### src/rtl/instr_aligner.sv
// ---------------------------------------------------------------------------
// instr_aligner
//
// Turns a stream of word-aligned 32-bit fetch words into whole instructions
// (16-bit RVC or 32-bit, at any halfword address) and tracks the PC of each.
// A one-halfword residual buffer lets a 32-bit instruction that spans two
// fetch words be reassembled.
//
// Build option:
//   INSTR_ALIGNER_RVC_EN  defined   : full RVC support (residual buffer,
//                                      S_RESID / S_SKIP states).
//                         undefined : every word is a 32-bit instruction,
//                                      pc advances by 4, instr_compressed_o
//                                      is 0, flush targets are word aligned.
//
// Ports:
//   clk_i               clock, rising edge
//   rst_i               synchronous active-high reset
//   fetch_rdata_i[31:0] fetch word, halfword 0 in [15:0]
//   fetch_valid_i       fetch word valid
//   fetch_ready_o       fetch word consumed on valid && ready
//   instr_o[31:0]       aligned instruction ({16'b0, half} when compressed)
//   instr_pc_o[31:0]    PC of instr_o
//   instr_compressed_o  instr_o is 16-bit
//   instr_valid_o       instruction outputs valid
//   instr_ready_i       instruction transfers on valid && ready
//   flush_i             redirect request
//   flush_pc_i[31:0]    redirect target (bit 0 ignored)
//
// State | meaning
// ------+-----------------------------------------------------------------
// S_ALIGNED | next instruction starts at halfword 0 of the fetch word
// S_RESID   | next instruction starts in resid_q (upper half of last word)
// S_SKIP    | post-flush to odd halfword: drop lower half of next word
// ---------------------------------------------------------------------------
module instr_aligner #(
    parameter logic [31:0] RESET_PC = 32'h0000_0000
) (
    input  logic        clk_i,
    input  logic        rst_i,
    input  logic [31:0] fetch_rdata_i,
    input  logic        fetch_valid_i,
    output logic        fetch_ready_o,
    output logic [31:0] instr_o,
    output logic [31:0] instr_pc_o,
    output logic        instr_compressed_o,
    output logic        instr_valid_o,
    input  logic        instr_ready_i,
    input  logic        flush_i,
    input  logic [31:0] flush_pc_i
);

    logic [31:0] pc_q, pc_d;
    logic        xfer;

    assign xfer       = instr_valid_o && instr_ready_i;
    // Reset forces the visible PC immediately, even mid-stream.
    assign instr_pc_o = rst_i ? RESET_PC : pc_q;

`ifdef INSTR_ALIGNER_RVC_EN
    typedef enum logic [1:0] {S_ALIGNED, S_RESID, S_SKIP} state_t;

    state_t      state_q, state_d;
    logic [15:0] resid_q, resid_d;
    logic        fetch_hs;
    logic        unused_flush_bit0;

    assign fetch_hs          = fetch_valid_i && fetch_ready_o;
    assign unused_flush_bit0 = flush_pc_i[0];

    always_comb begin
        instr_valid_o      = 1'b0;
        fetch_ready_o      = 1'b0;
        instr_o            = 32'h0;
        instr_compressed_o = 1'b0;
        if (!rst_i) begin
            if (flush_i) begin
                fetch_ready_o = 1'b1;
            end else begin
                case (state_q)
                    S_ALIGNED: begin
                        instr_valid_o = fetch_valid_i;
                        fetch_ready_o = instr_ready_i;
                        if (fetch_rdata_i[1:0] != 2'b11) begin
                            instr_o            = {16'h0, fetch_rdata_i[15:0]};
                            instr_compressed_o = 1'b1;
                        end else begin
                            instr_o = fetch_rdata_i;
                        end
                    end
                    S_RESID: begin
                        if (resid_q[1:0] != 2'b11) begin
                            // Whole instruction already buffered; hold the fetch word.
                            instr_valid_o      = 1'b1;
                            instr_o            = {16'h0, resid_q};
                            instr_compressed_o = 1'b1;
                        end else begin
                            instr_valid_o = fetch_valid_i;
                            instr_o       = {fetch_rdata_i[15:0], resid_q};
                            fetch_ready_o = instr_ready_i;
                        end
                    end
                    S_SKIP: begin
                        fetch_ready_o = 1'b1;
                    end
                    default: ;
                endcase
            end
        end
    end

    always_comb begin
        pc_d    = pc_q;
        state_d = state_q;
        resid_d = resid_q;
        if (flush_i) begin
            pc_d    = {flush_pc_i[31:1], 1'b0};
            state_d = flush_pc_i[1] ? S_SKIP : S_ALIGNED;
            resid_d = 16'h0;
        end else begin
            case (state_q)
                S_ALIGNED: begin
                    if (xfer) begin
                        if (instr_compressed_o) begin
                            resid_d = fetch_rdata_i[31:16];
                            pc_d    = pc_q + 32'd2;
                            state_d = S_RESID;
                        end else begin
                            pc_d = pc_q + 32'd4;
                        end
                    end
                end
                S_RESID: begin
                    if (xfer) begin
                        if (instr_compressed_o) begin
                            pc_d    = pc_q + 32'd2;
                            state_d = S_ALIGNED;
                        end else begin
                            resid_d = fetch_rdata_i[31:16];
                            pc_d    = pc_q + 32'd4;
                        end
                    end
                end
                S_SKIP: begin
                    if (fetch_hs) begin
                        resid_d = fetch_rdata_i[31:16];
                        state_d = S_RESID;
                    end
                end
                default: state_d = S_ALIGNED;
            endcase
        end
    end

    always_ff @(posedge clk_i) begin
        if (rst_i) begin
            state_q <= S_ALIGNED;
            resid_q <= 16'h0;
            pc_q    <= RESET_PC;
        end else begin
            state_q <= state_d;
            resid_q <= resid_d;
            pc_q    <= pc_d;
        end
    end

`else
    logic unused_flush_low;

    assign unused_flush_low = ^flush_pc_i[1:0];

    always_comb begin
        instr_valid_o      = 1'b0;
        fetch_ready_o      = 1'b0;
        instr_o            = 32'h0;
        instr_compressed_o = 1'b0;
        if (!rst_i) begin
            if (flush_i) begin
                fetch_ready_o = 1'b1;
            end else begin
                instr_valid_o = fetch_valid_i;
                fetch_ready_o = instr_ready_i;
                instr_o       = fetch_rdata_i;
            end
        end
    end

    always_comb begin
        pc_d = pc_q;
        if (flush_i) begin
            pc_d = {flush_pc_i[31:2], 2'b00};
        end else if (xfer) begin
            pc_d = pc_q + 32'd4;
        end
    end

    always_ff @(posedge clk_i) begin
        if (rst_i) begin
            pc_q <= RESET_PC;
        end else begin
            pc_q <= pc_d;
        end
    end
`endif

endmodule

### config.mk
export PLATFORM = sky130hd
export DESIGN_NAME = instr_aligner
export DESIGN_NICKNAME = d
export VERILOG_FILES = /design/src/rtl/instr_aligner.sv
export SDC_FILE = /design/constraint.sdc
export NUM_CORES = 1
export LEC_CHECK = 0
export CORE_ASPECT_RATIO = 1.5
export CORE_MARGIN = 2
export CORE_UTILIZATION = 40
export CTS_BUF_LIST = sky130_fd_sc_hd__clkbuf_8
export CTS_CLUSTER_DIAMETER = 100
export DETAILED_ROUTE_END_ITERATION = 12
export PLACE_DENSITY_LB_ADDON = 0.25
export SLEW_MARGIN = 30
export SYNTH_ARGS = -nofsm -noshare
export SYNTH_HDL_FRONTEND = slang
export SYNTH_SLANG_ARGS = --single-unit
### constraint.sdc
create_clock -name clk_i -period 2.45 [get_ports clk_i]
set_input_delay 0.49 -clock clk_i [delete_from_list [all_inputs] [get_ports clk_i]]
set_output_delay 0.49 -clock clk_i [all_outputs]
set_load 0.01 [all_outputs]
Word level (Yosys, flattened, before mapping)
Index checks and enable logic that the tools add are counted.
{ "word_totals": {"input_bits": 69, "elab_cells": 15, "ff_bits": 32} }
{ "op_classes": {"add_sub_neg": 1, "reduce_logical": 3, "muxes": 9} }
{ "ops": {"columns": ["operator", "n"], "rows": [
  ["$mux 32", 5],
  ["$add 32x3->32 const B", 1],
  ["$mux 1", 4],
  ["$reduce_bool 2->1", 1],
  ["$reduce_or 2->1", 1],
  ["$logic_and 1x1->1", 1]
]} }

Longest topological paths before layout
{ "logic_depth": {"word_depth": 5, "depth_mapped": 5} }

Worst setup path after synthesis
Ideal clock, no wire load.
{ "synth_timing": {"path_kind": "flip-flop to flip-flop", "start": "register pc_q[16]", "end": "register pc_q[29]", "stages_incl_launch_ff": 6, "required_ns": 2.323, "n_path_buf": 1, "setup_time_ns": 0.127, "slack_ns": 0.519, "arrival_ns": 1.804, "cell_sequence": "dfxtp_1 clkbuf_1 nand4_1 or4_1 o311a_1 or3_1"} }
{ "synth_via": {"elab_chain_cells": 3} }
{ "synth_rtl": {"columns": ["element", "line", "rtl"], "rows": [
  ["from (decl)", "53", "logic [31:0] pc_q, pc_d;"],
  ["from (signal assigned)", "201", "pc_q <= pc_d;"],
  ["$add 32x3->32", "193", "pc_d = pc_q + 32'd4;"],
  ["$mux 32", "192", "end else if (xfer) begin"],
  ["$mux 32", "190", "if (flush_i) begin"]
]} }
No other way between the ends. The select of a mux whose other input is x is not followed.
A chain may end at the register's enable or synchronous reset.

Worst setup path in the final report
{ "layout_timing": {"start": "input port instr_ready_i", "end": "output port fetch_ready_o"} }
{ "layout_via": {"elab_chain_cells": 2} }
{ "layout_rtl": {"columns": ["element", "line", "rtl"], "rows": [
  ["from (decl)", "48", "input logic instr_ready_i,"],
  ["$mux 1", "178", "if (flush_i) begin"],
  ["$mux 1", "177", "if (!rst_i) begin"],
  ["to (decl)", "43", "output logic fetch_ready_o,"]
]} }
No other way between the ends.

==> results.txt <==
The clock network latency to the later pin of the worst-skew pair came out at ~290 ps. In the final routed layout, each cell accounts on average for about 15 µm. The TritonCTS sink count came out at 30. The multi-input gate area in the final layout is 1630 µm².

The synthesized instance count is 322. The number of antenna violations at the first check in global routing came out at 0. The register with the most flip-flops in the layout has 30 of them. The final instance area came out at 3970 µm². The tightest min-delay check is of the reg -> reg type. The initial core utilization is around two fifths. Across the VDD grid, the largest voltage drop is approximately 300 µV. The total length of routed wires is about 8200 µm. Total power for the finished layout comes to between 1000 and 1500 µW.

The total number of vias came out at about 3000. The remaining global-route overflow came out at 0. The time the worst path needs with I/O delays and setup is between 2000 and 2500 ps.

The number of enable flip-flop cells after synthesis is 0. The register with the most flip-flops in the final layout is pc_q. Measured against its own limit, the worst slew margin works out to 64.8%. The root buffer cell chosen for the clock tree is sky130_fd_sc_hd__clkbuf_8. The final-report setup violation count came out at 0.

The most common cell in the synthesized netlist is sky130_fd_sc_hd__and2_1. The flow ran to the end, and the final reports show no timing, DRC or antenna violations. At the end of routability-driven placement, the weighted congestion stood at slightly above 0.9. The element type at the critical path start is a primary input. The post-placement cell area came out at ~3800 µm². STA classifies the critical path endpoint as an output pin.

The total number of H-tree levels is 2. The number of max-slew violations in the final report is 0. The final layout net count came out at about 530. After floorplanning, the core was sized to cover between 5000 and 6000 µm². The number of different library cells used by synthesis comes to 43. Across the whole layout, storage elements account for ~600 µm². Of the available clock period, the critical path in the final layout requires a little over nine tenths. The proportion of layout cells with a drive suffix above 1 is around 8.9%. The actual transition at the worst max-transition pin came out at about 520 ps. The critical-path maximum fanout is 5.

The area enclosed by the die boundary came out at roughly 6500 µm². The area added between synthesis and finish is 68.2%. The static power due to leakage is about 0.0015 µW. The minimum setup slack in the final design came out at 136 ps. The die outline height came out at a little under 100 µm. The reg-to-reg critical path startpoint is pc_q[2]. The post-synthesis register bit count is 30.

The total I/O pin count is around 140. The maximum number of pins on one net before global-route repair is 41. The area share of the largest cell type after synthesis came out at approximately 25%.

For this design, the slowest cell found on the critical path is sky130_fd_sc_hd__clkdlybuf4s50_1. The mean instance size in the synthesized netlist came out at 7.32 µm². The TritonCTS buffer count came out at 5.

The count of maximum capacitance violations came out at 0. The detailed router finished its first iteration with ~280 violations. The post-detailed-route count of antenna-violating nets came out at 0. The number of optimization iterations in the first detailed-route pass came out at 4. Setup repair after global routing left no endpoint under its margin.

Yosys attributes the largest share of cell area to sky130_fd_sc_hd__dfxtp_1, sky130_fd_sc_hd__and2_1, sky130_fd_sc_hd__nor2b_1. The post-detailed-route DRC marker count came out at 0. The number of instances on the worst hold path is 2.

The endpoint required time on the critical path is between 1500 and 2000 ps. The via count normalized by instance count is around 5.6. The via count of the first global-routing pass came out at 2947.

The CTS tree is yes. The worst setup path is of the in -> out kind. The final antenna diode count is 0. Dividing total power by cell area gives a power density of roughly 360 nW/µm². The top flip-flop cell by instance count after synthesis is sky130_fd_sc_hd__dfxtp_1. The hold violation count in the final report was 0. The die is approximately 67 µm wide.

The fraction of registers with async set/reset came out at 0%. The buffer depth of the longest clock path came out at 2. The hold buffer count at CTS came out at 0. Timing would allow up to 0.432 GHz. The most critical setup path has its startpoint at instr_ready_i. The number of rows in the core area is 34. The largest registers in the layout are pc_q (30). The HPWL after detailed placement came out at 6300 µm. Between clock sinks in the finished design, the worst skew comes to just over 8 ps. The biggest area consumer among synthesized cells is sky130_fd_sc_hd__dfxtp_1. Once layout is complete, the utilization of the core stands at between 60% and 70%. In this run the most critical hold path is launched from pc_q[15]. The arrival time of the worst setup path is about 1800 ps. The post-synthesis instance area came out at roughly 2400 µm². The sequential fraction of the synthesis area is around 25%. The worst stage delay on the critical path came out at roughly 550 ps. The layout has a little under 500 filler cells. The worst hold slack after final layout came out at ~540 ps. Counting instances in the post-synthesis netlist gives the leading cell types as sky130_fd_sc_hd__and2_1, sky130_fd_sc_hd__nor2_1, sky130_fd_sc_hd__dfxtp_1. Traced cell by cell, the critical path runs through clkdlybuf4s50_1 -> buf_4 -> nor2_1 -> nor2_1 -> clkdlybuf4s50_1. The depth of the most critical reg-to-reg path came out at 4.

Global routing used between 20% and 30% of the available tracks across all layers. The minimum setup slack after placement is -77.5 ps. In this run the tool buffered the top-level ports with 130 buffer cells.

The warning count from the yosys run is 0. The clock slew at the register clock pins of the worst setup and hold paths came out at ~60 ps. The first global-routing pass estimated around 13000 µm of wire.
==> metrics by stage <==
step / cells / TNS, ps
floorplan: 324 / 0
global placement: 523 / -909
CTS: 531 / -24.0
global route: 532 / 0
finish: 532 / 0
detailed placement: 523 / -1400
==> placed cells by master, fill, tap and decap left out, types with 7 or more instances in the layout <==
cell type / netlist / layout
sky130_fd_sc_hd__nor2_1: 33 / 32
sky130_fd_sc_hd__a311oi_1: 9 / 9
sky130_fd_sc_hd__a211oi_1: 11 / 11
sky130_fd_sc_hd__nor2b_1: 28 / 28
sky130_fd_sc_hd__or4_1: 7 / 7
sky130_fd_sc_hd__nand4_1: 17 / 17
sky130_fd_sc_hd__buf_4: 3 / 20
sky130_fd_sc_hd__nor4_1: 10 / 10
sky130_fd_sc_hd__nand2_1: 22 / 22
sky130_fd_sc_hd__and2_1: 35 / 35
sky130_fd_sc_hd__clkdlybuf4s50_1: 0 / 121
sky130_fd_sc_hd__and3_1: 7 / 7
sky130_fd_sc_hd__dfxtp_1: 30 / 30
sky130_fd_sc_hd__nand3_1: 12 / 12
==> cell families (layout without fill, tap and decap cells) <==
kind of cell | count (synthesis) | count (layout) | synth area share, %
AND/OR/NAND/NOR | 193 | 193 | 46.5
AO/OA/AOI/OAI | 54 | 54 | 17.4
buffers and inverters | 32 | 168 | 5.89
flip-flops | 30 | 30 | 25.5
XOR/XNOR | 11 | 11 | 4.09
adder cells (fa/ha/maj) | 1 | 1 | 0.531
other | 1 | 3 | 0.159
==> path summary, 6_finish.rpt <==
path,to,slack (ps)
worst max-delay path,fetch_ready_o,140
worst min-delay path,pc_q[15],540
worst max register to register,pc_q[27],370
worst min register to register,pc_q[15],540
==> where the power goes <==
group / internal (µW) / switching (µW) / total [µW] / leakage [µW]
Combinational: 257 / 169 / 426 / 0.00116
Sequential: 522 / 48.8 / 571 / 0.000249
Clock: 226 / 212 / 437 / 0.0000472
Total: 1000 / 429 / 1430 / 0.00146
==> metal layers <==
layer  vias to the layer above  GRT usage, %  wire length, µm
met5                         -             0                0
met4                         0          9.11              152
met3                        15          4.84              528
met2                       141          47.1             4440
met1                      1363          26.5             3090
li1                       1454             -                -
==> critical path: cells and delay by family <==
| family | cells | cell delay (ps) |
|---|---|---|
| and+or+nand+nor | 2 | 150 |
| buffers and inverters | 3 | 1180 |
==> area by class of cell <==
type,instances,area share [%]
Multi-Input combinational cell,262,41.2
Timing Repair Buffer,154,38.4
Sequential cell,30,15.1
Tap cell,72,2.27
Clock buffer,6,2.08
Inverter,6,0.568
Clock inverter,2,0.316
==> repair_timing <==
item                       4_1_cts  5_1_grt
setup endpoints to repair       34       29
cloned                           0        1
pin swaps                        0        1
buffers inserted                 0        0
resized for setup                6        5
(Power assumes the default switching activity.)
